[src/rtl/id_ex_stage_buf.sv]
// ID->EX pipeline register with valid/ready handshake, capture-time operand forwarding,
// late operand patching while stalled, flush-to-bubble and saturating performance counters.
module id_ex_stage_buf #(
    parameter int unsigned     PAYLOAD_W = 192,
    parameter int unsigned     OPND_W    = 64,
    parameter int unsigned     NUM_OPND  = 2,
    parameter int unsigned     PC_W      = 64,
    parameter logic [PC_W-1:0] RESET_PC  = 64'h0000_0000_8000_0000,
    parameter int unsigned     CNT_W     = 32
) (
    input  logic                       clk,
    input  logic                       reset,
    input  logic                       flush,
    input  logic                       in_valid,
    output logic                       in_ready,
    input  logic [PAYLOAD_W-1:0]       in_payload,
    input  logic [PC_W-1:0]            in_pc,
    input  logic [NUM_OPND*OPND_W-1:0] in_opnd,
    input  logic [NUM_OPND-1:0]        fwd_en,
    input  logic [NUM_OPND-1:0]        fwd_block,
    input  logic [NUM_OPND*OPND_W-1:0] fwd_data,
    input  logic [NUM_OPND-1:0]        upd_en,
    input  logic [NUM_OPND*OPND_W-1:0] upd_data,
    output logic                       out_valid,
    input  logic                       out_ready,
    output logic [PAYLOAD_W-1:0]       out_payload,
    output logic [PC_W-1:0]            out_pc,
    output logic [NUM_OPND*OPND_W-1:0] out_opnd,
    output logic [CNT_W-1:0]           stall_cnt,
    output logic [CNT_W-1:0]           bubble_cnt,
    output logic [CNT_W-1:0]           flush_cnt
);

    typedef enum logic {EMPTY = 1'b0, FULL = 1'b1} state_t;

    localparam logic [CNT_W-1:0] CNT_ONE = CNT_W'(1);

    state_t                       state_q, state_d;
    logic                         accept;
    logic                         hold;
    logic [NUM_OPND*OPND_W-1:0]   opnd_d;

    assign out_valid = (state_q == FULL);
    assign in_ready  = flush | ~out_valid | out_ready;
    assign accept    = in_valid & in_ready & ~flush;
    assign hold      = out_valid & ~out_ready & ~flush;

    always_comb begin
        state_d = state_q;
        if (flush)
            state_d = EMPTY;
        else if (accept)
            state_d = FULL;
        else if (out_ready)
            state_d = EMPTY;
    end

    // Capture selects forwarded data unless blocked; a held entry takes late patches instead.
    always_comb begin
        opnd_d = out_opnd;
        for (int unsigned i = 0; i < NUM_OPND; i++) begin
            if (accept)
                opnd_d[i*OPND_W +: OPND_W] = (fwd_en[i] && !fwd_block[i]) ?
                                             fwd_data[i*OPND_W +: OPND_W] :
                                             in_opnd[i*OPND_W +: OPND_W];
            else if (hold && upd_en[i])
                opnd_d[i*OPND_W +: OPND_W] = upd_data[i*OPND_W +: OPND_W];
        end
    end

    always_ff @(posedge clk) begin
        if (reset) begin
            state_q     <= EMPTY;
            out_payload <= '0;
            out_pc      <= RESET_PC;
            out_opnd    <= '0;
        end else begin
            state_q <= state_d;
            if (flush) begin
                out_payload <= '0;
                out_pc      <= RESET_PC;
                out_opnd    <= '0;
            end else begin
                if (accept) begin
                    out_payload <= in_payload;
                    out_pc      <= in_pc;
                end
                out_opnd <= opnd_d;
            end
        end
    end

    always_ff @(posedge clk) begin
        if (reset) begin
            stall_cnt  <= '0;
            bubble_cnt <= '0;
            flush_cnt  <= '0;
        end else begin
            if (out_valid && !out_ready && stall_cnt != '1)
                stall_cnt <= stall_cnt + CNT_ONE;
            if (!out_valid && bubble_cnt != '1)
                bubble_cnt <= bubble_cnt + CNT_ONE;
            if (flush && out_valid && flush_cnt != '1)
                flush_cnt <= flush_cnt + CNT_ONE;
        end
    end

endmodule
[config.mk]
export PLATFORM = sky130hd
export DESIGN_NAME = id_ex_stage_buf
export DESIGN_NICKNAME = d
export VERILOG_FILES = /design/src/rtl/id_ex_stage_buf.sv
export SDC_FILE = /design/constraint.sdc
export NUM_CORES = 1
export LEC_CHECK = 0
export ABC_AREA = 0
export BUFFER_PORTS_ARGS = -buffer_cell sky130_fd_sc_hd__buf_2
export CAP_MARGIN = 30
export CORE_AREA = 4 4 439 441
export DETAILED_ROUTE_END_ITERATION = 10
export DIE_AREA = 0 0 443 445
export GPL_TIMING_DRIVEN = 0
export SYNTH_ARGS = -nofsm -noshare
export SYNTH_HDL_FRONTEND = slang
export SYNTH_SLANG_ARGS = --single-unit
[constraint.sdc]
create_clock -name clk -period 6.2 [get_ports clk]
set_input_delay 0.31 -clock clk [delete_from_list [all_inputs] [get_ports clk]]
set_output_delay 0.31 -clock clk [all_outputs]
set_load 0.01 [all_outputs]
---- Word level (Yosys, flattened, before mapping) ----
Index checks and enable logic that the tools add are counted.
word-level totals
  bits in registers ....................... 481
  latch bits .............................. 0
  memory bits (writable) .................. 0
  bits in read-only memories .............. 0
  bits of input ports ..................... 651
  output and inout port bits .............. 482
  word-level logic and storage cells ...... 48
  memories kept ........................... 0
operators by class
  add/sub/neg operators ................... 3
  multiply operators ...................... 0
  div/mod/pow operators ................... 0
  $lt $le $gt $ge ......................... 0
  equal/unequal tests ..................... 3
  shifts and indexed selects .............. 0
  multiplexer cells ....................... 8
  bitwise operators ....................... 9
  reduce and logical (&&, ||, !) cells .... 17
operators by type and width
  operator                 number
  $mux W64                 6
  $add A32 B1 Y32 const B  3
  $ne A32 B32 Y1 const B   3
  $logic_and A1 B1 Y1      9
  $reduce_bool A2 Y1       3
  $and A1 B1 Y1            4
  $logic_not A1 Y1         4
  $not A1 Y1               3
  $mux W1                  2
  $or A1 B1 Y1             2
  $reduce_or A2 Y1         1

---- Depth between registers and ports, before layout ----
Gate-level depths: netlist (run 1).
  word-level depth ........................ 6
  depth in mapped cells ................... 8
  mapped depth without buffers ............ 6

---- Worst setup path before layout (run 1) ----
Ideal clock, no wire load.
  kind .................................... reg-to-reg
  from .................................... reg bubble_cnt[8]
  to ...................................... reg bubble_cnt[30]
  setup time .............................. 0.070 ns
  data arrival time ....................... 2.118 ns
  required time ........................... 6.130 ns
  setup slack ............................. 4.012 ns
  stages on the path, launching flop included .. 6
  buffers on the path ..................... 0
  clock period less this slack ............ 2.188 ns
  path through ............................ dfxtp_1 -> nand3_1 -> or4_4 -> or3_4 -> or4_1 -> a21oi_1
on the way
  word-level cells in the longest chain between the ends .. 2
  elaborated cells on any way between the ends .. 3
  classes of those cells .................. add/sub: 1; eq/ne: 1; reduce/logical: 1
RTL lines
  item                                                                     line  source
  start: declaration                                                       30    output logic [CNT_W-1:0] bubble_cnt,
  start signal: assignment                                                 102   bubble_cnt <= bubble_cnt + CNT_ONE;
  parallel branches: the longest is 2 deep, another holds $add A32 B1 Y32  n/a
Parallel ways; which one is timed is not known.
A chain may end at the register's enable or synchronous reset.

---- Worst setup path after layout (run 1) ----
  from .................................... reg state_q (netlist: out_valid)
  to ...................................... reg out_opnd[51]
on the way
  word-level cells in the longest chain between the ends .. 6
  elaborated cells on any way between the ends .. 10
  classes of those cells .................. mux: 1; bitwise: 7; reduce/logical: 2
RTL lines
  item                                            line  source
  start: declaration                              38    state_t state_q, state_d;
  start signal: assignment                        78    state_q <= state_d;
  $not A1 Y1                                      44    assign in_ready = flush | ~out_valid | out_ready;
  $or A1 B1 Y1 (2 in series)                      44
  $and A1 B1 Y1 (2 in series)                     45    assign accept = in_valid & in_ready & ~flush;
  $mux W64 or $reduce_bool A2 Y1 (tied branches)  n/a
  end signal: assignment                          88    out_opnd <= opnd_d;
  end: declaration                                28    output logic [NUM_OPND*OPND_W-1:0] out_opnd,
Parallel ways exist; a longest one is shown, timed or not.

==> flow_summary.json, run 1 <==
{
  "outcome": "finished, final reports clean",
  "cts_setup_buffers": 0,
  "ys_seq_elements": 481,
  "rrSetupSlack_ns": 2.07,
  "max_clock_freq_mhz": 242.0,
  "fillers": 21400,
  "synthTopCellsByCount": "nand2_1, dfxtp_1, a21oi_1",
  "dp_hpwl_mm": 152.9,
  "finalHoldViolCount": 0,
  "fin_worst_skew_ns": 0.01964,
  "antenna_found_initial": 68,
  "synth_top_area_share_pct": 46.87,
  "grt_usage_pct": 17.17,
  "finalMaxSlewViolations": 0,
  "start_util_pct": 10.86,
  "combPwrFrac_pct": 14.9,
  "cts_root_buf": "clkbuf_16",
  "cp_max_fo": 10,
  "fin_crit_ns": 4.133,
  "syn_nets": 3237,
  "post_synth_main_area_contributors": "dfxtp_1, nand2_1, a21oi_1",
  "core_area_um2": 189200,
  "ys.flop_type": "dfxtp_1",
  "seqPwrFrac_pct": 37.2,
  "io_buffers": 1131,
  "nNetsFinal": 4756,
  "cts_hold_buffers": 301,
  "final.period_utilization_pct": 66.65,
  "power.density_nw_per_um2": 247.0,
  "htreeDepth": 3,
  "worstPathCellList": "clkbuf_1 -> nor2b_1 -> nor3_2 -> buf_6 -> a21oi_1 -> clkbuf_1 -> clkbuf_1 -> a211o_1 -> a21oi_1",
  "internal_power_mw": 6.133,
  "endpoint": "out_opnd[51]",
  "rows": 160,
  "power_frac_clock_pct": 47.9,
  "drt_wl_total_mm": 178.0,
  "rr_worst_depth": 9,
  "total_power_mw": 8.640,
  "vias": 26272,
  "synthCells": 2583,
  "required_ns": 6.74,
  "clock_tree.buffer_depth": 3,
  "power.share.switching_pct": 29.01,
  "drive_gt1_share_pct": 31.25,
  "grt_pass1_wl_mm": 229.3,
  "slew_headroom_pct": 33.09,
  "drtPass1Iterations": 6,
  "yosysSeqAreaShare_pct": 46.87,
  "grt_max_degree": 13,
  "cpPeakStageDelay_ns": 0.70,
  "overflow": 0,
  "pin_count": 1133,
  "fin_tns_setup_ns": 0,
  "cp_data_arrival_time_ns": 4.67,
  "yosysMostFrequentCell": "nand2_1",
  "synth.avg_cell_area_um2": 7.954,
  "switching_power_mw": 2.507,
  "cp_slowest_cell": "clkbuf_1",
  "crit_type": "register to register",
  "p_leak_nw": 15.32,
  "fp.dieH_um": 445,
  "cp-start-kind": "register",
  "cp-end-kind": "register",
  "drtAntennaViolNets": 0,
  "synthArstFlopShare_pct": 0,
  "drtIter0Drc": 1876,
  "ctsResizeCount": 0,
  "tightest_slew_ns": 1.004,
  "cts_tree": "done",
  "synth_area_leader_cell": "dfxtp_1",
  "synth_edf_count": 0,
  "gp_congestion": 0.9836,
  "ir_drop_mv": 0.1994,
  "cap_violations": 0,
  "dieArea_um2": 197100,
  "clk-insertion-delay-late_ns": 0.67,
  "holdWs_ns": 0.09001,
  "timing.rr.start": "out_valid",
  "finalSetupViolations": 0,
  "dp_slack_ns": 2.201,
  "cp_common_cell": "clkbuf_1",
  "r2r_end": "out_opnd[51]",
  "via_per_inst": 3.925,
  "fin_ws_ns": 2.067,
  "syn_area_um2": 20550,
  "synth_warnings": 0,
  "clock-sinks": 481,
  "drc_errors": 0,
  "area_delta_synth_final_pct": 70.26,
  "fp.dieW_um": 443,
  "numCtsBuffers": 68,
  "first_global_vias": 25267,
  "clkTransAtPathRegs_ns": 0.06,
  "ys_types": 50,
  "rsz0062_at_grt": "no",
  "post_drt_wl_per_cell_um": 26.59,
  "crit_start": "out_valid",
  "hold_path_class": "primary input to register"
}
power groups by stage:
| stage | registers (mW) | clock network (mW) | logic (mW) |
|---|---|---|---|
| global route | 3.22 | 4.36 | 1.37 |
| finish | 3.22 | 4.14 | 1.28 |
| detailed placement | 3.28 | 0 | 1.11 |
| global placement | 3.28 | 0 | 1.09 |
| CTS | 3.22 | 4.27 | 1.30 |
| floorplan | 3.31 | 0 | 0.375 |
worst min-delay path by stage:
stage | endpoint | startpoint | cells after the start
2_1_floorplan | out_pc[31] | in_pc[31] | 2
3_3_place_gp | out_opnd[109] | out_opnd[109] | 2
3_5_place_dp | out_opnd[113] | out_opnd[113] | 2
4_1_cts | out_opnd[20] | upd_data[20] | 4
5_1_grt | out_opnd[40] | upd_data[40] | 4
6_report | out_opnd[20] | upd_data[20] | 4
layer usage:
| layer | vias up | track usage, % | part of all wire (%) |
|---|---|---|---|
| met4 | 24 | 6.536 | 4.4 |
| met5 | - | 0 | 0.082 |
| met3 | 235 | 9.634 | 12 |
| met2 | 1146 | 27.51 | 45 |
| li1 | 12016 | - | - |
| met1 | 12851 | 18.88 | 38 |
cells by family (layout without fill, tap and decap cells):
family | count (synthesis) | in the layout | share of synthesized area, %
AO/OA/AOI/OAI | 661 | 661 | 19.01
XOR/XNOR | 19 | 19 | 0.8099
adder cells (fa/ha/maj) | 3 | 3 | 0.1827
buffers and inverters | 210 | 1781 | 3.952
flip-flops | 481 | 481 | 46.87
multiplexers | 139 | 139 | 6.808
other | 0 | 28 | 0
AND/OR/NAND/NOR | 1070 | 1070 | 22.37
metrics by stage:
| step | util (%) | instances | area (um2) |
|---|---|---|---|
| CTS | 18.45 | 6664 | 34900 |
| detailed placement | 15.64 | 6241 | 29590 |
| floorplan | - | 2583 | 20550 |
| global placement | 15.51 | 6225 | 29350 |
| global route | 18.46 | 6673 | 34930 |
| finish | 18.49 | 6693 | 34980 |
worst max-delay path: cells and delay by family (launching register included):
kind	cells	cell delay, ns
and+or+nand+nor	2	0.59
AOI/OAI and AO/OA	3	0.90
buffers and inverters	4	2.00
DFF	1	0.45
sequential cells by signal, indices dropped and copies added, names as in the netlist:
name / count
out_opnd: 128
out_pc: 64
out_valid: 1
stall_cnt: 32
flush_cnt: 32
bubble_cnt: 32
out_payload: 192
cell type report:
class	instances	area (um2)	share of cell area (%)
Multi-Input combinational cell	1892	10110	28.91
Sequential cell	481	9629	27.53
Timing Repair Buffer	1449	8919	25.49
Tap cell	2511	3142	8.981
Clock buffer	92	1904	5.444
Buffer	197	769.5	2.200
Clock inverter	30	387.9	1.109
Antenna cell	28	70.07	0.2003
Inverter	13	48.80	0.1395
placed cells by master, fill, tap and decap left out, drive strengths merged, types with 36 or more instances in the layout:
cell type	n
dfxtp	481
a211o	128
o21ai	40
clkbuf	265
dlygate4sd3	301
a21oi	445
or3	36
buf	1172
nor2	167
nand3	39
mux2i	133
nand2	687
Power figures use the tool's default switching activity.
==> run 2: changes to the inputs <==
--- a/config.mk
+++ b/config.mk
@@ -5,12 +5,12 @@
 export SDC_FILE = /design/constraint.sdc
 export NUM_CORES = 1
 export LEC_CHECK = 0
-export ABC_AREA = 0
+export ABC_AREA = 1
 export BUFFER_PORTS_ARGS = -buffer_cell sky130_fd_sc_hd__buf_2
 export CAP_MARGIN = 30
-export CORE_AREA = 4 4 439 441
+export CORE_AREA = 4 4 441 443
 export DETAILED_ROUTE_END_ITERATION = 10
-export DIE_AREA = 0 0 443 445
+export DIE_AREA = 0 0 445 447
 export GPL_TIMING_DRIVEN = 0
 export SYNTH_ARGS = -nofsm -noshare
 export SYNTH_HDL_FRONTEND = slang
==> constraint.sdc (replaced) <==
create_clock -name clk -period 3.45 [get_ports clk]
set_input_delay 0.1725 -clock clk [delete_from_list [all_inputs] [get_ports clk]]
set_output_delay 0.1725 -clock clk [all_outputs]
set_load 0.01 [all_outputs]
==> run 2 against run 1 <==
Effect of this change: critical path depth is the same; non-clock buffer count grew 238; first-iteration DRC count grew 72%; largest power group unchanged; die area grew 0.90%; clock skew grew 0.025 ns; sequential power grew 84%; fmax grew 27%; clock power grew 94%; register-to-register slack lost 1.9 ns; hold slack lost 0.038 ns.
==> flow_summary.json, run 2 <==
{
  "cp_data_arrival_time_ns": 3.89,
  "cp_max_fo": 10,
  "htreeDepth": 3,
  "cp-start-kind": "register",
  "yosys.area_share.simple_pct": 34.89,
  "clock-sinks": 481,
  "internal_power_mw": 11.63,
  "syn_nets": 3923,
  "layout_commonest_cell": "buf_2",
  "rows": 160,
  "drt_wl_total_mm": 201.1,
  "numPlacedInstances": 6913,
  "grt_usage_pct": 19.13,
  "rsz0062_at_grt": "no",
  "tightest_slew_ns": 1.004,
  "start_util_pct": 11.58,
  "via_per_inst": 4.120,
  "power.density_nw_per_um2": 434.7,
  "grt_pass1_wl_mm": 259.1,
  "io_buffers": 1131,
  "drtPass1Iterations": 6,
  "top_register": "out_payload",
  "drtIter0Drc": 3232,
  "drtAntennaViolNets": 0,
  "largest_registers": "out_payload: 192 flops, out_opnd: 128 flops, out_pc: 64 flops",
  "total_power_mw": 16.79,
  "pin_count": 1133,
  "finalSetupViolations": 0,
  "slew_headroom_pct": 33.05,
  "combPwrFrac_pct": 16.9,
  "seqPwrFrac_pct": 35.2,
  "cts_setup_buffers": 0,
  "numCtsBuffers": 72,
  "area_delta_synth_final_pct": 75.59,
  "first_global_vias": 29827,
  "outcome": "finished, final reports clean",
  "ys_seq_elements": 481,
  "crit_type": "register to register",
  "fp.dieH_um": 447,
  "synthArstFlopShare_pct": 0,
  "core_area_um2": 190000,
  "clk-insertion-delay-late_ns": 0.70,
  "synth_xor_area_share_pct": 0.5575,
  "yosysMostFrequentCell": "nor2_1",
  "dieArea_um2": 198900,
  "cts_root_buf": "clkbuf_16",
  "fin_crit_ns": 3.261,
  "overflow": 0,
  "fp.dieW_um": 445,
  "cp-end-kind": "register",
  "synthTopCellsByCount": "nor2_1, nand2_1, dfxtp_1",
  "largest_register_ffs": 192,
  "grt_max_degree": 13,
  "ys_types": 32,
  "switching_power_mw": 5.159,
  "p_leak_nw": 18.34,
  "vias": 31313,
  "synth.avg_cell_area_um2": 6.728,
  "clkTransAtPathRegs_ns": 0.06,
  "gp_congestion": 1.000,
  "synthMuxAreaShare_pct": 0,
  "synth-compound-area-share_pct": 13.85,
  "fin_tns_setup_ns": 0,
  "clock_tree.buffer_depth": 3,
  "synth_top_area_share_pct": 43.78,
  "max_clock_freq_mhz": 306.7,
  "final_cells": 7601,
  "synth_edf_count": 0,
  "required_ns": 4.08,
  "ys.flop_type": "dfxtp_1",
  "finalMaxSlewViolations": 0,
  "syn_area_um2": 21990,
  "power.share.switching_pct": 30.73,
  "synthCells": 3269,
  "ir_drop_mv": 0.2772,
  "synth_top_family_by_area": "simple AND/OR/NAND/NOR gates",
  "final.period_utilization_pct": 94.52,
  "synth_fa_ha_area_share_pct": 0.1707,
  "synth_area_leader_cell": "dfxtp_1",
  "power_frac_clock_pct": 47.8,
  "nNetsFinal": 5648,
  "yosysSeqAreaShare_pct": 43.78,
  "drc_errors": 0,
  "antenna_found_initial": 98,
  "hold_path_class": "primary input to register",
  "cts_tree": "done",
  "post_synth_main_area_contributors": "dfxtp_1, nor2_1, nand2_1",
  "synth_warnings": 0,
  "finalHoldViolCount": 0,
  "cap_violations": 0,
  "drive_gt1_share_pct": 27.56,
  "post_drt_wl_per_cell_um": 26.46,
  "fin_worst_skew_ns": 0.04496,
  "layout_common_cells": "buf_2, nor2_1, nand2_1",
  "dp_hpwl_mm": 169.7
}
run 2: changes by cell type after synthesis, moves of 23 or more:
cell,change
buf_2,+70
or3_1,-34
or4_1,-26
a211o_1,-128
a31oi_1,+124
o21ai_0,+238
nor2_1,+572
nand3_1,+308
clkbuf_1,-67
a21oi_1,-397
inv_1,+85
o31ai_1,-23
o21ai_1,+112
mux2i_1,-133
run 2: what timing repair did:
action / in CTS / in global routing
hold buffers: 518 / 0
gates resized for setup: 0 / 0
hold endpoints to repair: 390 / 0
run 2: path summary, 6_finish.rpt:
path               startpoint            to  slack (ns)  cells after the start
hold / removal    in_opnd[60]  out_opnd[60]        0.05                      5
setup reg to reg    out_valid  out_opnd[39]        0.19                      9
setup / recovery    out_valid  out_opnd[39]        0.19                      9
hold reg to reg    out_pc[31]    out_pc[31]        0.46                      2
run 2: layer usage:
metal / GRT usage, % / part of all wire [%]
met1: 23.05 / 39
met2: 30.34 / 45
met3: 7.455 / 11
met4: 7.968 / 4.6
met5: 0 / 0.16
run 2: worst max-delay path: stages (launching register included):
cell and delay, ns:
dfxtp_1 0.32, buf_6 0.15, nand2_4 0.17, inv_4 0.15, nor2_8 0.31, buf_2 0.65
buf_2 0.36, nand3_1 0.24, a31oi_1 0.22, dlygate4sd3_1 0.57
run 2: logic make-up after synthesis:
kind of cell	count (synthesis)
AND/OR/NAND/NOR	1862
AO/OA/AOI/OAI	574
flip-flops	481
buffers and inverters	335
XOR/XNOR	14
adder cells (fa/ha/maj)	3
run 2: per-stage QoR:
step	utilization (%)	hold slack (ns)	setup WS, ns	cell area [um2]
final	20.33	0.05244	0.1891	38620
after global placement	16.21	0.3944	-0.3175	30790
after detailed placement	16.23	0.4002	0.1766	30830
after floorplan	-	0.3074	1.755	21990
after global routing	20.30	0.04149	0.002812	38560
after CTS	20.28	0.009347	0.05634	38520
run 2: final cells by class:
| type | count | area, um2 |
|---|---|---|
| antenna | 39 | 97.59 |
| buffer | 233 | 1101 |
| clock buffer | 97 | 2036 |
| clock inverter | 34 | 471.7 |
| fill | 21584 | 151400 |
| inverter | 102 | 385.4 |
| multi-input combinational | 2453 | 10880 |
| sequential | 481 | 9629 |
| tap | 2511 | 3142 |
| timing repair buffer | 1651 | 10880 |
run 2: power groups by stage:
stage               Sequential [mW]  Clock, mW  Combinational, mW
floorplan                      6.08          0              0.764
global placement               6.02          0               2.30
detailed placement             6.02          0               2.30
CTS                            5.91       8.24               2.85
global route                   5.93       8.43               3.03
finish                         5.92       8.03               2.85
==> run 3: changes to the inputs <==
--- a/config.mk
+++ b/config.mk
@@ -8,9 +8,9 @@
 export ABC_AREA = 1
 export BUFFER_PORTS_ARGS = -buffer_cell sky130_fd_sc_hd__buf_2
 export CAP_MARGIN = 30
-export CORE_AREA = 4 4 441 443
+export CORE_AREA = 4 4 444 446
 export DETAILED_ROUTE_END_ITERATION = 10
-export DIE_AREA = 0 0 445 447
+export DIE_AREA = 0 0 448 450
 export GPL_TIMING_DRIVEN = 0
 export SYNTH_ARGS = -nofsm -noshare
 export SYNTH_HDL_FRONTEND = slang
==> run 3 against run 2 <==
Effect of this change: clock-buffer cell count fell by 2; hold slack got worse by 0.025 ns; final cell count rose by 0.78%; critical path type unchanged; combinational power barely moved; core utilization fell by 0.15 points; wire length fell by 1.9%; via count barely moved; final area rose by 0.62%.
==> flow_summary.json, run 3 (synthesis gave the netlist of run 2 again) <==
{
  "start_util_pct": 11.42,
  "finalMaxSlewViolations": 0,
  "cts_root_buf": "clkbuf_16",
  "dpl_cell_area_um2": 30920,
  "power.density_nw_per_um2": 420.5,
  "rrSetupSlack_ns": 0.11,
  "layout_commonest_cell": "buf_2",
  "drtPass1Iterations": 6,
  "final.period_utilization_pct": 96.91,
  "grt_pass1_wl_mm": 257.8,
  "cp_data_arrival_time_ns": 3.95,
  "fp.dieW_um": 448,
  "rr_worst_depth": 10,
  "antenna_found_initial": 91,
  "area_delta_synth_final_pct": 76.69,
  "required_ns": 4.05,
  "clock_tree.buffer_depth": 3,
  "drc_errors": 0,
  "top_register": "out_payload",
  "gp_congestion": 1.022,
  "nNetsFinal": 5669,
  "grt_max_degree": 13,
  "largest_register_ffs": 192,
  "via_per_inst": 4.085,
  "crit_type": "register to register",
  "critical-path-top-delay-family": "buffers and inverters",
  "slew_headroom_pct": 37.02,
  "fp.dieH_um": 450,
  "clk-insertion-delay-late_ns": 0.69,
  "drtIter0Drc": 3148,
  "layout_common_cells": "buf_2, nor2_1, nand2_1",
  "timing.rr.start": "out_valid",
  "finish.instance_area_um2": 38860,
  "fin_worst_skew_ns": 0.05914,
  "r2r_end": "out_opnd[117]",
  "tightest_slew_ns": 0.9447,
  "cap_violations": 0,
  "io_buffers": 1131,
  "first_global_vias": 29596,
  "cts_tree": "done",
  "ir_drop_mv": 0.3136,
  "overflow": 0,
  "fin_tns_setup_ns": 0,
  "largest_registers": "out_payload: 192 flops, out_opnd: 128 flops, out_pc: 64 flops",
  "htreeDepth": 3,
  "worstPathCellList": "buf_6 -> nand2_4 -> inv_4 -> nor2_8 -> nand2_4 -> buf_2 -> buf_2 -> nand2_1 -> a31oi_1 -> dlygate4sd3_1",
  "numCtsBuffers": 69,
  "dieArea_um2": 201600,
  "dp_hpwl_mm": 167.9,
  "cpPeakStageDelay_ns": 0.58,
  "vias": 31291,
  "p_leak_nw": 18.34,
  "worst-path-buf-inv": 5,
  "max_clock_freq_mhz": 299.1,
  "finalHoldViolCount": 0,
  "drt_wl_total_mm": 197.2,
  "cp-start-kind": "register",
  "clock-sinks": 481,
  "post_drt_wl_per_cell_um": 25.75,
  "pin_count": 1133,
  "cp-end-kind": "register",
  "cp_slowest_cell": "dlygate4sd3_1",
  "grt_usage_pct": 18.64,
  "cp_max_fo": 10,
  "hold_start": "in_opnd[0]",
  "rsz0062_at_grt": "no",
  "min_to": "out_opnd[0]",
  "drtAntennaViolNets": 0,
  "fin_crit_ns": 3.343,
  "hold_depth": 5,
  "clkTransAtPathRegs_ns": 0.07,
  "finalSetupViolations": 0,
  "fillers": 21975,
  "rows": 161,
  "drive_gt1_share_pct": 27.51,
  "core_area_um2": 192600,
  "hold_path_class": "primary input to register",
  "outcome": "finished, final reports clean"
}
[run 3: changes by cell type in the layout (fill, tap and decap cells not counted), moves of 3 or more]
cell,before,now
inv_6,8,5
clkinv_2,12,7
clkbuf_8,14,18
inv_16,0,3
buf_8,2,5
diode_2,39,66
bufinv_16,8,4
dlygate4sd3_1,518,535
[run 3: metal layers]
layer	part of all wire (%)	GRT usage [%]
met1	38	21.40
met5	0.070	0
met2	47	30.80
met3	10	6.985
met4	5.0	8.135
[run 3: how the worst max path moves through the flow]
stage / to / start / cells past startpoint / slack [ns]
floorplan: flush_cnt[30] / flush_cnt[0] / 9 / 1.75
global placement: out_payload[155] / reset / 6 / 0.20
detailed placement: out_opnd[103] / out_valid / 9 / 0.32
CTS: out_opnd[24] / out_valid / 10 / 0.02
global route: out_opnd[117] / out_valid / 10 / 0.02
finish: out_opnd[117] / out_valid / 10 / 0.11
[run 3: final cells by class]
class,count,area (um2),share of cell area (%)
Antenna cell,66,165.2,0.4250
Buffer,233,1099,2.827
Clock buffer,95,2026,5.213
Clock inverter,29,355.3,0.9145
Inverter,102,385.4,0.9918
Multi-Input combinational cell,2453,10880,28.01
Sequential cell,481,9629,24.78
Tap cell,2526,3161,8.134
Timing Repair Buffer,1675,11150,28.70
[run 3: per-stage QoR]
step           std cells  worst slack [ns]  power [mW]  utilization (%)  hold WS, ns
5_1_grt             7638           0.01724       16.94            20.15      0.02694
2_1_floorplan       3269             1.755       6.849                -       0.3074
3_5_place_dp        6932            0.3164       8.252            16.05       0.3983
6_report            7660            0.1066       16.34            20.18      0.02738
4_1_cts             7591           0.02282       16.54            20.07     0.005516
3_3_place_gp        6926            0.2022       8.228            16.00       0.3948
[run 3: timing repair]
item / 4_1_cts / 5_1_grt
setup endpoints to repair: 0 / 24
resized for setup: 0 / 1
hold buffers: 535 / 0
endpoints found under the hold margin: 395 / 0
setup buffers: 0 / 3
[run 3: worst min-delay path, stage by stage]
cell and delay (ns):
buf_2 0.10, nand2_1 0.05, nand2_1 0.15, nand3_1 0.12
a31oi_1 0.08
[run 3: power by group]
| group | internal, mW | leakage, nW | total, mW | switching, mW |
|---|---|---|---|---|
| combinational | 1.12 | 13.2 | 2.83 | 1.71 |
| clock | 4.47 | 1.17 | 7.60 | 3.13 |
| sequential | 5.77 | 3.93 | 5.91 | 0.144 |
